$ cat src/rtl/demux_pkg.sv
// Shared constants, types and helpers for the buffered 1-to-8 result demultiplexer.
package demux_pkg;

  localparam int NPORT          = 8;
  localparam int SEL_W          = 3;
  localparam int DEFAULT_DATA_W = 32;

  // One buffered word: destination port index plus its payload.
  typedef struct packed {
    logic [SEL_W-1:0]          sel;
    logic [DEFAULT_DATA_W-1:0] data;
  } entry_t;

  // Coarse occupancy classification of the buffer.
  typedef enum logic [1:0] {
    OCC_EMPTY   = 2'd0,
    OCC_PARTIAL = 2'd1,
    OCC_FULL    = 2'd2
  } occ_e;

  // One-hot decode of a destination index onto the per-port valid vector.
  function automatic logic [NPORT-1:0] sel_onehot(input logic [SEL_W-1:0] sel);
    logic [NPORT-1:0] vec;
    vec      = '0;
    vec[sel] = 1'b1;
    return vec;
  endfunction

endpackage

$ cat src/rtl/sync_fifo.sv
// Generic DEPTH x WIDTH circular buffer with push, pop, flush and occupancy count.
// Storage is never cleared; only the pointers and the count are reset/flushed.
module sync_fifo
  import demux_pkg::*;
#(
  parameter  int DEPTH = 4,
  parameter  int WIDTH = 35,
  localparam int PTR_W = $clog2(DEPTH),
  localparam int CNT_W = PTR_W + 1
) (
  input  logic             clk,
  input  logic             rst_n,
  input  logic             flush,
  input  logic             push,
  input  logic [WIDTH-1:0] wdata,
  input  logic             pop,
  output logic [WIDTH-1:0] rdata,
  output logic [CNT_W-1:0] count,
  output logic             full,
  output logic             empty
);

  logic [WIDTH-1:0] mem_q [DEPTH];
  logic [PTR_W-1:0] wr_ptr_q, wr_ptr_d;
  logic [PTR_W-1:0] rd_ptr_q, rd_ptr_d;
  logic [CNT_W-1:0] count_q, count_d;
  occ_e             occ;
  logic             push_ok;
  logic             pop_ok;

  // Classify occupancy from the registered count; full/empty follow from it.
  // NOTE: every always_comb output gets a default first so no path can infer a latch.
  always_comb begin
    occ = OCC_PARTIAL;
    if (count_q == '0)
      occ = OCC_EMPTY;
    else if (count_q == CNT_W'(DEPTH))
      occ = OCC_FULL;
  end

  assign full  = (occ == OCC_FULL);
  assign empty = (occ == OCC_EMPTY);

  // A push is refused whenever full, even if a pop happens in the same cycle;
  // flush discards both operations.
  assign push_ok = push & ~full  & ~flush;
  assign pop_ok  = pop  & ~empty & ~flush;

  // Next-state for pointers and count; flush returns everything to zero.
  always_comb begin
    wr_ptr_d = wr_ptr_q;
    rd_ptr_d = rd_ptr_q;
    count_d  = count_q;
    if (flush) begin
      wr_ptr_d = '0;
      rd_ptr_d = '0;
      count_d  = '0;
    end else begin
      if (push_ok) wr_ptr_d = wr_ptr_q + PTR_W'(1);
      if (pop_ok)  rd_ptr_d = rd_ptr_q + PTR_W'(1);
      unique case ({push_ok, pop_ok})
        2'b10:   count_d = count_q + CNT_W'(1);
        2'b01:   count_d = count_q - CNT_W'(1);
        default: count_d = count_q;
      endcase
    end
  end

  // Pointer and count registers with synchronous active-low reset.
  // NOTE: sequential state uses non-blocking assignments so every register samples pre-edge values.
  always_ff @(posedge clk) begin
    if (!rst_n) begin
      wr_ptr_q <= '0;
      rd_ptr_q <= '0;
      count_q  <= '0;
    end else begin
      wr_ptr_q <= wr_ptr_d;
      rd_ptr_q <= rd_ptr_d;
      count_q  <= count_d;
    end
  end

  // Storage write at the tail on an accepted push.
  // NOTE: the storage array has no reset; stale words are unreachable once the pointers are cleared.
  always_ff @(posedge clk) begin
    if (push_ok) mem_q[wr_ptr_q] <= wdata;
  end

  assign rdata = mem_q[rd_ptr_q];
  assign count = count_q;

endmodule

$ cat src/rtl/demux_8_32_buf.sv
// Buffered 1-to-8 demultiplexer: accepts (sel, data) words on one valid/ready port,
// queues them in arrival order and presents the head word to exactly one of eight
// consumer ports. A stalled head blocks all later words regardless of destination.
module demux_8_32_buf
  import demux_pkg::*;
#(
  parameter  int DEPTH  = 4,
  parameter  int DATA_W = DEFAULT_DATA_W,
  localparam int CNT_W  = $clog2(DEPTH) + 1
) (
  input  logic              clk,
  input  logic              rst_n,
  input  logic              flush,
  input  logic              in_valid,
  output logic              in_ready,
  input  logic [SEL_W-1:0]  in_sel,
  input  logic [DATA_W-1:0] in_data,
  output logic [NPORT-1:0]  out_valid,
  input  logic [NPORT-1:0]  out_ready,
  output logic [DATA_W-1:0] out_data,
  output logic [CNT_W-1:0]  count
);

  typedef struct packed {
    logic [SEL_W-1:0]  sel;
    logic [DATA_W-1:0] data;
  } word_t;

  localparam int WORD_W = $bits(word_t);

  word_t head;
  word_t tail;
  logic  fifo_full;
  logic  fifo_empty;
  logic  push;
  logic  pop;

  assign tail     = '{sel: in_sel, data: in_data};
  assign in_ready = ~fifo_full;
  assign push     = in_valid & in_ready;

  sync_fifo #(
    .DEPTH (DEPTH),
    .WIDTH (WORD_W)
  ) u_fifo (
    .clk   (clk),
    .rst_n (rst_n),
    .flush (flush),
    .push  (push),
    .wdata (tail),
    .pop   (pop),
    .rdata (head),
    .count (count),
    .full  (fifo_full),
    .empty (fifo_empty)
  );

  // Present the head on its port only; drive a clean zero bus when empty so
  // consumers never see stale storage contents.
  always_comb begin
    out_valid = '0;
    out_data  = '0;
    pop       = 1'b0;
    if (!fifo_empty) begin
      out_valid = sel_onehot(head.sel);
      out_data  = head.data;
      pop       = out_ready[head.sel];
    end
  end

endmodule
$ cat config.mk
export PLATFORM = sky130hd
export DESIGN_NAME = demux_8_32_buf
export DESIGN_NICKNAME = d
export VERILOG_FILES = /design/src/rtl/demux_pkg.sv /design/src/rtl/sync_fifo.sv /design/src/rtl/demux_8_32_buf.sv
export SDC_FILE = /design/constraint.sdc
export NUM_CORES = 1
export LEC_CHECK = 0
export CAP_MARGIN = 20
export CELL_PAD_IN_SITES_DETAIL_PLACEMENT = 1
export CELL_PAD_IN_SITES_GLOBAL_PLACEMENT = 1
export CORE_MARGIN = 2
export CORE_UTILIZATION = 41
export CTS_CLUSTER_DIAMETER = 50
export DETAILED_ROUTE_END_ITERATION = 7
export GPL_TIMING_DRIVEN = 0
export PLACE_DENSITY = 0.8
export SLEW_MARGIN = 30
export SYNTH_ARGS = -nofsm -noshare
export SYNTH_HDL_FRONTEND = slang
export SYNTH_SLANG_ARGS = --single-unit
$ cat constraint.sdc
create_clock -name clk -period 3.1 [get_ports clk]
set_input_delay 0.31 -clock clk [delete_from_list [all_inputs] [get_ports clk]]
set_output_delay 0.31 -clock clk [all_outputs]
set_load 0.01 [all_outputs]
==> impl_results.md <==
- Port buffer count: 90
- Most frequent cells in the layout: edfxtp_1, clkdlybuf4s50_1, mux4_2
- ANT cells: 0
- Req. time, crit path: 3.44 ns
- Most common cell after layout, fill and taps aside: edfxtp_1
- Hold crit path type: flop to flop
- H-tree depth: 4
- Final Cell Area: 7645 um2
- Die area: 15330 um2
- Min Tclk post-route: between 2 and 3 ns
- Setup Total Neg Slack: 0 ns
- Cell area after placement: about 7000 um2
- Initial drt markers: 185
- Synthesized flop and latch total: 149
- Worst slew margin: a little over half
- Max Cap Viol: 0
- Final wirelength: 11.70 mm
- Clock Latency Late Sink: roughly 0.41 ns
- Total grt overflow: 0
- Post-DP HPWL: a little over 7 mm
- Arr. time, crit path: 3.31 ns
- Final setup margin: around 0.13 ns
- Clock Sinks: 149
- Synthesized area per cell: approximately 20 um2
- GRT met1 Usage: approximately 21%
- CTS root buffer: clkbuf_16
- Synth Instances: 296
- Post-synthesis sequential area ratio: between 70% and 80%
- Main synth FF type: edfxtp_1
- Global Route Usage Sum: between 10% and 20%
- Status: completed
- VDD IR-drop max: around 0.00033 V
- Yosys warning count: 0
- FMAX: 0.3368 GHz
- ANT nets after route: 0
- Crit-path max FO: 5
- Pre-CTS setup slack: -0.1200 ns
- WL/cell: 19.43 um
- Async set or reset register ratio after synthesis: 0%
- Core area: ~14000 um2
- Initial core utilization: 42.24%
- Worst Tran Pin Value: about 0.71 ns
- Synth-to-layout area growth: 29.89%
- Syn Nets: between 300 and 400
- Mapped cell area: 5886 um2
- CP Class: flop to flop
- Layout Skew: around 0.0048 ns
- Total power draw: around 4500 uW
- Row cnt: 43
- Maximum root-to-sink buffer count: 2
- Die height: between 100 and 150 um
- Vias: 3050
- Pwr dens: approximately 580 nW/um2
- Initial antenna violation count: 0
- CTS tree: built
- Flop-to-flop setup slack: ~0.13 ns
- Critical Path Source Type: flop
- Max Transition Viols Final: 0
- Vias in the first global route: 3269
- M3 GR Usage: approximately 4.5%
- Largest net degree at the start of global routing: 36
- Reg clk slew, reported paths: roughly 0.060 ns
- Setup-failing EPs final: 0
- Met2 Use GR: between 20% and 30%
- CP Capture Type: flop
- # DRC: 0
- Yosys cell types: 29
- CTS Hold Bufs: 0
- Die Wd: approximately 120 um
- Routed vias/inst: ~5.1
- Drt pass-1 iters: 4
- Ports: 91
- Final period utilization: a little over nine tenths
- GPL Wtd Cong: ~0.7
- Global routing's busiest layer: met2
- Layout cells sized above 1: a little over a fifth
- Post-synth EDFFs: 140
- NumNets Final: about 460
- Leak Pwr: ~0.0024 uW
- First-pass GRT wire length: approximately 18 mm
- Total CTS buffers: 17
- Final-report hold violation count: 0
-- stage by stage --
stage | hold WS [ns] | utilization (%) | cells
6_report | 0.4836 | 54.86 | 602
5_1_grt | 0.5037 | 54.86 | 602
4_1_cts | 0.4922 | 54.90 | 603
3_5_place_dp | 0.4843 | 50.43 | 566
3_3_place_gp | 0.4589 | 50.32 | 566
2_1_floorplan | 0.4089 | - | 296
-- timing repair --
action                                  4_1_cts  5_1_grt
gates cloned                                  0        0
buffers inserted                              7        0
pin swaps                                     2        4
gates resized for setup                       1        5
endpoints found under the setup margin        1        1
-- synthesized netlist by cell type (2+ instances only) --
cell type	number	area share, %
edfxtp_1	140	71
mux4_2	35	13
nor2b_1	33	3.5
nor2_1	15	0.96
dfxtp_1	9	3.1
inv_1	7	0.45
clkbuf_1	6	0.38
nand2_1	6	0.38
ha_1	5	1.1
mux2i_1	5	0.85
nand2b_1	5	0.53
and2_1	4	0.43
a21oi_1	3	0.26
buf_2	3	0.26
mux2_2	2	0.38
nand3_1	2	0.17
o21ai_0	2	0.17
or2_2	2	0.21
xor2_1	2	0.30
-- layer usage --
metal	vias to the layer above	part of all wire (%)
li1	1387	-
met1	1569	43
met2	83	51
met3	11	5.2
met4	0	1.2
met5	-	0
-- flip-flops by register name, indices dropped and copies added, names as in the netlist, named ones only --
| register | cells |
|---|---|
| u_fifo.count | 3 |
| u_fifo.mem_q | 140 |
| u_fifo.rd_ptr_q | 2 |
| u_fifo.wr_ptr_q | 2 |
-- worst max-delay path, stage by stage (launching register included) --
cell and delay [ns]:
dfxtp_4 0.37, mux4_2 0.59, mux2i_1 0.16, mux2_4 0.30, a211oi_4 0.28, ha_2 0.23, inv_2 0.04, fa_2 0.32
xor2_1 0.15, or3_1 0.34, a21oi_1 0.13
-- power breakdown --
part           internal (uW)  leakage [uW]  switching, uW  total, uW
combinational            126      0.000797            103        229
clock                   1240      0.000280            745       1990
sequential              2240       0.00135           8.89       2240
total                   3600       0.00242            857       4460
-- area by class of cell --
class	count	area, um2
sequential	149	4388
clock inverter	12	138.9
multi-input combinational	129	1441
timing repair buffer	97	953.4
buffer	10	42.54
fill	1271	6290
clock buffer	18	429.2
inverter	7	26.28
tap	180	225.2
-- kinds of logic after synthesis --
logic type,after synthesis,synth area share (%)
flip-flops,149,74.49
AND/OR/NAND/NOR,69,6.377
multiplexers,43,14.88
buffers and inverters,18,1.360
AO/OA/AOI/OAI,8,1.042
adder cells (fa/ha/maj),6,1.403
XOR/XNOR,3,0.4465
-- worst paths after layout --
path                                   start                           end  cells after the start
max                                     flop  u_fifo.count[2]$_SDFFE_PP0P_                     10
min          u_fifo.rd_ptr_q[1]$_SDFFE_PP0P_                          flop                      2
max reg2reg                             flop  u_fifo.count[2]$_SDFFE_PP0P_                     10
min reg2reg  u_fifo.rd_ptr_q[1]$_SDFFE_PP0P_                          flop                      2
Power figures use the tool's default switching activity.
